[src/rtl/seg_scan_controller.sv]
// Scan controller for a common-anode 7-segment bank.
// Ports: wr_* shadow writes, commit/lzs_en controls; code/seg_blank/an_n to the drivers.
module seg_scan_controller #(
  parameter int NUM_DIGITS = 4,
  parameter int DWELL = 1024,
  parameter int DEAD = 16,
  localparam int AW = $clog2(NUM_DIGITS)
) (
  input  logic                  clk,
  input  logic                  reset_n,
  input  logic                  wr_en,
  input  logic [AW-1:0]         wr_addr,
  input  logic [3:0]            wr_data,
  input  logic                  wr_blank,
  input  logic                  commit,
  input  logic                  lzs_en,
  output logic [3:0]            code,
  output logic                  seg_blank,
  output logic [NUM_DIGITS-1:0] an_n,
  output logic                  commit_pending,
  output logic                  commit_done
);

  localparam int MAXC = (DWELL > DEAD) ? DWELL : DEAD;
  localparam int CW = (MAXC > 1) ? $clog2(MAXC) : 1;

  typedef enum logic {
    S_DWELL,
    S_DEAD
  } state_e;

  state_e                          state_q;
  logic [CW-1:0]                   cnt_q;
  logic [AW-1:0]                   idx_q;
  logic [NUM_DIGITS-1:0][3:0]      sh_nib_q, sh_nib_d;
  logic [NUM_DIGITS-1:0]           sh_blk_q, sh_blk_d;
  logic [NUM_DIGITS-1:0][3:0]      act_nib_q;
  logic [NUM_DIGITS-1:0]           act_blk_q;
  logic [NUM_DIGITS-1:0]           lzs_hit;
  logic                            zrun;
  logic                            apply;

  // Shadow including this cycle's write, so a write on the
  // application cycle lands in the active copy too.
  always_comb begin
    sh_nib_d = sh_nib_q;
    sh_blk_d = sh_blk_q;
    if (wr_en && (int'(wr_addr) < NUM_DIGITS)) begin
      sh_nib_d[wr_addr] = wr_data;
      sh_blk_d[wr_addr] = wr_blank;
    end
  end

  // Zero run scanned from the most significant digit down.
  always_comb begin
    zrun = 1'b1;
    lzs_hit = '0;
    for (int i = NUM_DIGITS - 1; i >= 0; i--) begin
      zrun = zrun & (act_nib_q[i] == 4'h0);
      lzs_hit[i] = lzs_en & (i != 0) & zrun;
    end
  end

  assign apply = (state_q == S_DEAD) && (cnt_q == '0)
               && commit_pending;

  always_ff @(posedge clk or negedge reset_n) begin
    if (!reset_n) begin
      state_q        <= S_DEAD;
      cnt_q          <= '0;
      idx_q          <= AW'(NUM_DIGITS - 1);
      sh_nib_q       <= '0;
      sh_blk_q       <= '1;
      act_nib_q      <= '0;
      act_blk_q      <= '1;
      an_n           <= '1;
      code           <= 4'h0;
      seg_blank      <= 1'b1;
      commit_pending <= 1'b0;
      commit_done    <= 1'b0;
    end else begin
      sh_nib_q       <= sh_nib_d;
      sh_blk_q       <= sh_blk_d;
      commit_done    <= apply;
      commit_pending <= commit | (commit_pending & ~apply);
      if (apply) begin
        act_nib_q <= sh_nib_d;
        act_blk_q <= sh_blk_d;
      end
      unique case (state_q)
        S_DWELL: begin
          an_n      <= ~(NUM_DIGITS'(1) << idx_q);
          code      <= act_nib_q[idx_q];
          seg_blank <= act_blk_q[idx_q] | lzs_hit[idx_q];
          if (cnt_q == CW'(DWELL - 1)) begin
            cnt_q   <= '0;
            state_q <= S_DEAD;
          end else begin
            cnt_q <= cnt_q + 1'b1;
          end
        end
        S_DEAD: begin
          an_n      <= '1;
          seg_blank <= 1'b1;
          if (cnt_q == CW'(DEAD - 1)) begin
            cnt_q   <= '0;
            state_q <= S_DWELL;
            if (idx_q == AW'(NUM_DIGITS - 1)) idx_q <= '0;
            else idx_q <= idx_q + 1'b1;
          end else begin
            cnt_q <= cnt_q + 1'b1;
          end
        end
        default: state_q <= S_DEAD;
      endcase
    end
  end

endmodule

[config.mk]
export PLATFORM = sky130hd
export DESIGN_NAME = seg_scan_controller
export DESIGN_NICKNAME = d
export VERILOG_FILES = /design/src/rtl/seg_scan_controller.sv
export SDC_FILE = /design/constraint.sdc
export NUM_CORES = 1
export LEC_CHECK = 0
export CORE_MARGIN = 10
export CORE_UTILIZATION = 62
export CTS_CLUSTER_SIZE = 14
export DETAILED_ROUTE_END_ITERATION = 16
export PLACE_DENSITY_LB_ADDON = 0.12
export SLEW_MARGIN = 20
export SYNTH_ARGS = -nofsm -noshare
export SYNTH_HDL_FRONTEND = slang
export SYNTH_SLANG_ARGS = --single-unit
[constraint.sdc]
create_clock -name clk -period 4.2 [get_ports clk]
set_input_delay 1.05 -clock clk [delete_from_list [all_inputs] [get_ports clk]]
set_output_delay 1.05 -clock clk [all_outputs]
set_load 0.03 [all_outputs]
* Word level (Yosys, flattened, before mapping)
Index checks and enable logic that the tools add are counted.
** Word-level totals
- Bits in registers :: 64
- Input bits :: 12
** Operators by class
- Reduce and logical (&&, ||, !) cells :: 8
- Mux-type cells :: 23
- Shift operators :: 1
- Magnitude comparators :: 3
- $add $sub $neg :: 2
- Bitwise operators :: 11
- Equal/unequal tests :: 3
** Operators by type and width (number)
- $mux 10 :: 2
- $pmux 10 s2 :: 1
- $bwmux 16 :: 1
- $mux 16 :: 1
- $logic_not 4->1 :: 3
- $mux 4 :: 3
- $add 10x1->10 const B :: 1
- $eq 10x10->1 const B :: 1
- $eq 10x4->1 const B :: 1
- $logic_not 10->1 :: 1
- $bmux 4 s2 :: 1
- $demux 4 s2 :: 1
- $pmux 4 s2 :: 1
- $and 1x1->1 :: 6
- $lt 2x3->1 const B :: 2
- $mux 1 :: 5
- $bmux 1 s2 :: 2
- $bwmux 4 :: 1
- $not 4->4 :: 1
- $pmux 1 s2 :: 2
- $shl 1x2->4 const A :: 1
- $logic_and 1x1->1 :: 3
- $add 2x1->2 const B :: 1
- $demux 1 s2 :: 1
- other kinds (6) :: 8

* Depth between registers and ports, before layout
- Depth in word-level cells :: 8
- Gate-level depth with buffers :: 6
- Mapped depth without buffers :: 5

* Worst setup path after synthesis
OpenSTA, ideal clock, no wires.
- Path kind :: input to register
- Start point :: in wr_addr[1]
- End point :: reg act_nib_q[0] in the netlist's numbering
- Path buffers :: 0
- Stages on the path :: 3
- Slack :: 2.081 ns
- Arrival :: 1.994 ns
- Library setup time :: 0.125 ns
- Path through :: nor3b_2 -> mux2_2 -> mux2_4
** RTL lines
- from (decl) :: RTL line 12 : input logic [AW-1:0] wr_addr,
- to (signal assigned) :: RTL line 87 : act_nib_q <= sh_nib_d;
- to (decl) :: RTL line 37 : logic [NUM_DIGITS-1:0][3:0] act_nib_q;

* Final worst setup path
- Start point :: reg seg_blank
- End point :: out seg_blank
** RTL lines
- from (decl) :: RTL line 18 : output logic seg_blank,
- from (signal assigned) :: RTL line 94 : seg_blank <= act_blk_q[idx_q] | lzs_hit[idx_q];
No word-level cell between the ends.

==> results.json <==
{
  "status": "complete, no violations",
  "grt_overflow_total": 0,
  "hold_start": "sh_nib_q[6]$_DFF_PN0_",
  "syn2layout_area_growth_pct": 16.47,
  "finalWorstSetupSlack_ps": 1625,
  "fin_skew_ps": 15.53,
  "crit_chain": "clkdlybuf4s50_1",
  "synthArstFlopShare_pct": 100.0,
  "finalSetupTns_ps": 0,
  "netlist_area_um2": 2879,
  "slew_violations": 0,
  "whs_path_depth": 1,
  "drt_iter0_markers": 90,
  "die_w_um": 88.15,
  "hold_class": "register to register",
  "cts_tree": "built",
  "crit_arrival_ps": 1530,
  "syn_nets": 212,
  "drt-total-wl_um": 5262,
  "slew_headroom_pct": 50.80,
  "dpl-instance-area_um2": 3110,
  "cts_made_buffers": 9,
  "route.detailed.drc": 0,
  "synthCells": 194,
  "slowest_delay_ps": 670,
  "reg2reg_slack_ps": 2300,
  "final_area_um2": 3353,
  "clkSinkCount": 64,
  "antenna_found_initial": 0,
  "synth-seq-cells": 64,
  "cts-root-buf": "clkbuf_8",
  "io_pins": 23,
  "viasPerCell": 5.931,
  "crit_path_start_kind": "register",
  "cp_num_buf_inv": 1,
  "drive_above_1_share_pct": 40.00,
  "grt_first_pass_wirelength_um": 8756,
  "cts_buffer_depth": 2,
  "timing_worst_slew_pin_value_ps": 738.0,
  "setup_violations": 0,
  "synth-edff-count": 0,
  "holdWs_ps": 493.5,
  "nNetsFinal": 238,
  "cts_hold_buf": 0,
  "cpLargestDelayFamily": "buffers and inverters",
  "critical_path.max_fanout": 1,
  "fmax_mhz": 388.3,
  "dp_hpwl_um": 3737,
  "yosysUniqueCellTypes": 32,
  "layout.cells.non_filler": 277,
  "die_area_um2": 7770,
  "reg2regPathDepth": 2,
  "core_um2": 4414,
  "start_util_pct": 65.22,
  "ys.flop_type": "dfrtp_1",
  "hold_viol": 0,
  "num_rows": 24,
  "criticalPathCategory": "register to primary output",
  "irDropWorstVdd_mv": 0.3573,
  "avgRoutedWirePerCell_um": 19.00,
  "port_buffers": 22,
  "cap_violations": 0,
  "first_pass_iters": 4,
  "h-tree-depth": 3,
  "reg2reg_from": "state_q$_DFF_PN1_",
  "diodes": 0,
  "cpMaxStageDelayCell": "clkdlybuf4s50_1",
  "drtAntennaViolNets": 0,
  "power_density_nw_per_um2": 415.6,
  "die_h_um": 88.15,
  "dp_cells": 261,
  "synth.area.top_cells": "dfrtp_1 42%, dfstp_2 15%, mux2_2 11%",
  "vias": 1643,
  "synth.yosys.seq_area_share_pct": 56.32,
  "grt_max_degree": 35,
  "rsz0062_at_grt": "false",
  "grt_use_total_pct": 14.68,
  "regToRegEndpoint": "act_nib_q[9]$_DFFE_PN0P_",
  "period_needed_ps": 2575,
  "routabilityCongestion": 0.7967,
  "p_leak_nw": 1.502,
  "clk_latency_ps": 340,
  "clk_pin_slew_ps": 70,
  "post_cts_buffers": 0,
  "cp-end-kind": "primary output",
  "holdPathEnd": "sh_nib_q[6]$_DFF_PN0_",
  "dp_slack_ps": 1395,
  "yosysTopAreaCell": "dfrtp_1",
  "ctsResizeCount": 0,
  "finalCritPeriodShare_pct": 61.32,
  "cp.required_ps": 3150,
  "synth_top_area_share_pct": 41.72,
  "yosysWarnings": 0,
  "grt_pass1_vias": 1751,
  "syn_area_per_cell_um2": 14.84
}
## worst max path at each step
stage | start | to | slack, ps | depth (start not counted)
after global placement | wr_en | act_nib_q[0]$_DFFE_PN0P_ | 1480 | 4
after CTS | seg_blank$_DFF_PN1_ | seg_blank | 1610 | 1
after global routing | seg_blank$_DFF_PN1_ | seg_blank | 1600 | 1
after floorplan | wr_addr[1] | act_nib_q[0]$_DFFE_PN0P_ | 2080 | 3
after detailed placement | wr_en | act_nib_q[3]$_DFFE_PN0P_ | 1400 | 4
final | seg_blank$_DFF_PN1_ | seg_blank | 1620 | 1
## per-stage QoR
stage	util, %	power, W
3_3_place_gp	70.46	0.0007797
4_1_cts	75.96	0.001408
2_1_floorplan	-	0.0007435
6_report	75.96	0.001394
3_5_place_dp	70.46	0.0007874
5_1_grt	75.96	0.001445
## layer usage
layer | track usage, % | wire, um | vias to the layer above
li1 | - | - | 741
met5 | 0 | 0 | -
met1 | 20.22 | 2470 | 843
met4 | 7.418 | 50 | 0
met2 | 20.83 | 2426 | 53
met3 | 3.900 | 314 | 6
## layout by cell type (no fill, tap or decap), drive strengths merged, types with 2 or more instances in the layout
| cell | count |
|---|---|
| mux4 | 5 |
| nor2 | 13 |
| nor4 | 3 |
| and2 | 2 |
| dfstp | 16 |
| xor2 | 3 |
| mux2 | 46 |
| clkbuf | 14 |
| dfrtp | 48 |
| nand3 | 6 |
| nand2 | 5 |
| inv | 5 |
| xnor2 | 5 |
| nand2b | 4 |
| nand4 | 6 |
| ha | 6 |
| bufinv | 2 |
| nand3b | 2 |
| buf | 2 |
| clkdlybuf4s50 | 21 |
## flip-flops by register name (all words and copies together), names as in the netlist, 2 cells and up
name       flops
act_nib_q     16
sh_nib_q      16
cnt_q         10
act_blk_q      4
an_n           4
code           4
sh_blk_q       4
idx_q          2
## cell families after synthesis
family          count (synthesis)  share of synthesized area, %
compound gates                  6                         2.390
mux                            51                         24.38
buf+inv                        13                         2.607
simple gates                   46                         9.257
xor+xnor                        8                         2.434
fa+ha+maj                       6                         2.607
flops                          64                         56.32
## report_power, final
part	switching [W]	leakage [nW]	total (W)	internal [W]
Sequential	0.0000135	0.778	0.000679	0.000665
Clock	0.000218	0.123	0.000618	0.000400
Combinational	0.0000449	0.601	0.0000970	0.0000521
Total	0.000277	1.50	0.00139	0.00112
## area by class of cell
class | count | area, um^2
multi-input cells | 117 | 1182
inverters | 5 | 18.77
well taps | 52 | 65.06
clock inverters | 2 | 60.06
clock buffers | 14 | 182.7
flip-flops and latches | 64 | 1622
fillers | 284 | 1061
repair buffers | 23 | 222.7
## synthesized netlist by cell type, drive strengths merged (5+ instances only)
| cell | instances |
|---|---|
| xnor2 | 5 |
| nand2 | 5 |
| dfrtp | 48 |
| dfstp | 16 |
| buf | 5 |
| nand3 | 6 |
| nand4 | 6 |
| nor2 | 13 |
| inv | 5 |
| mux2 | 46 |
| ha | 6 |
| mux4 | 5 |
No activity file was read; power rests on OpenSTA's default activity.
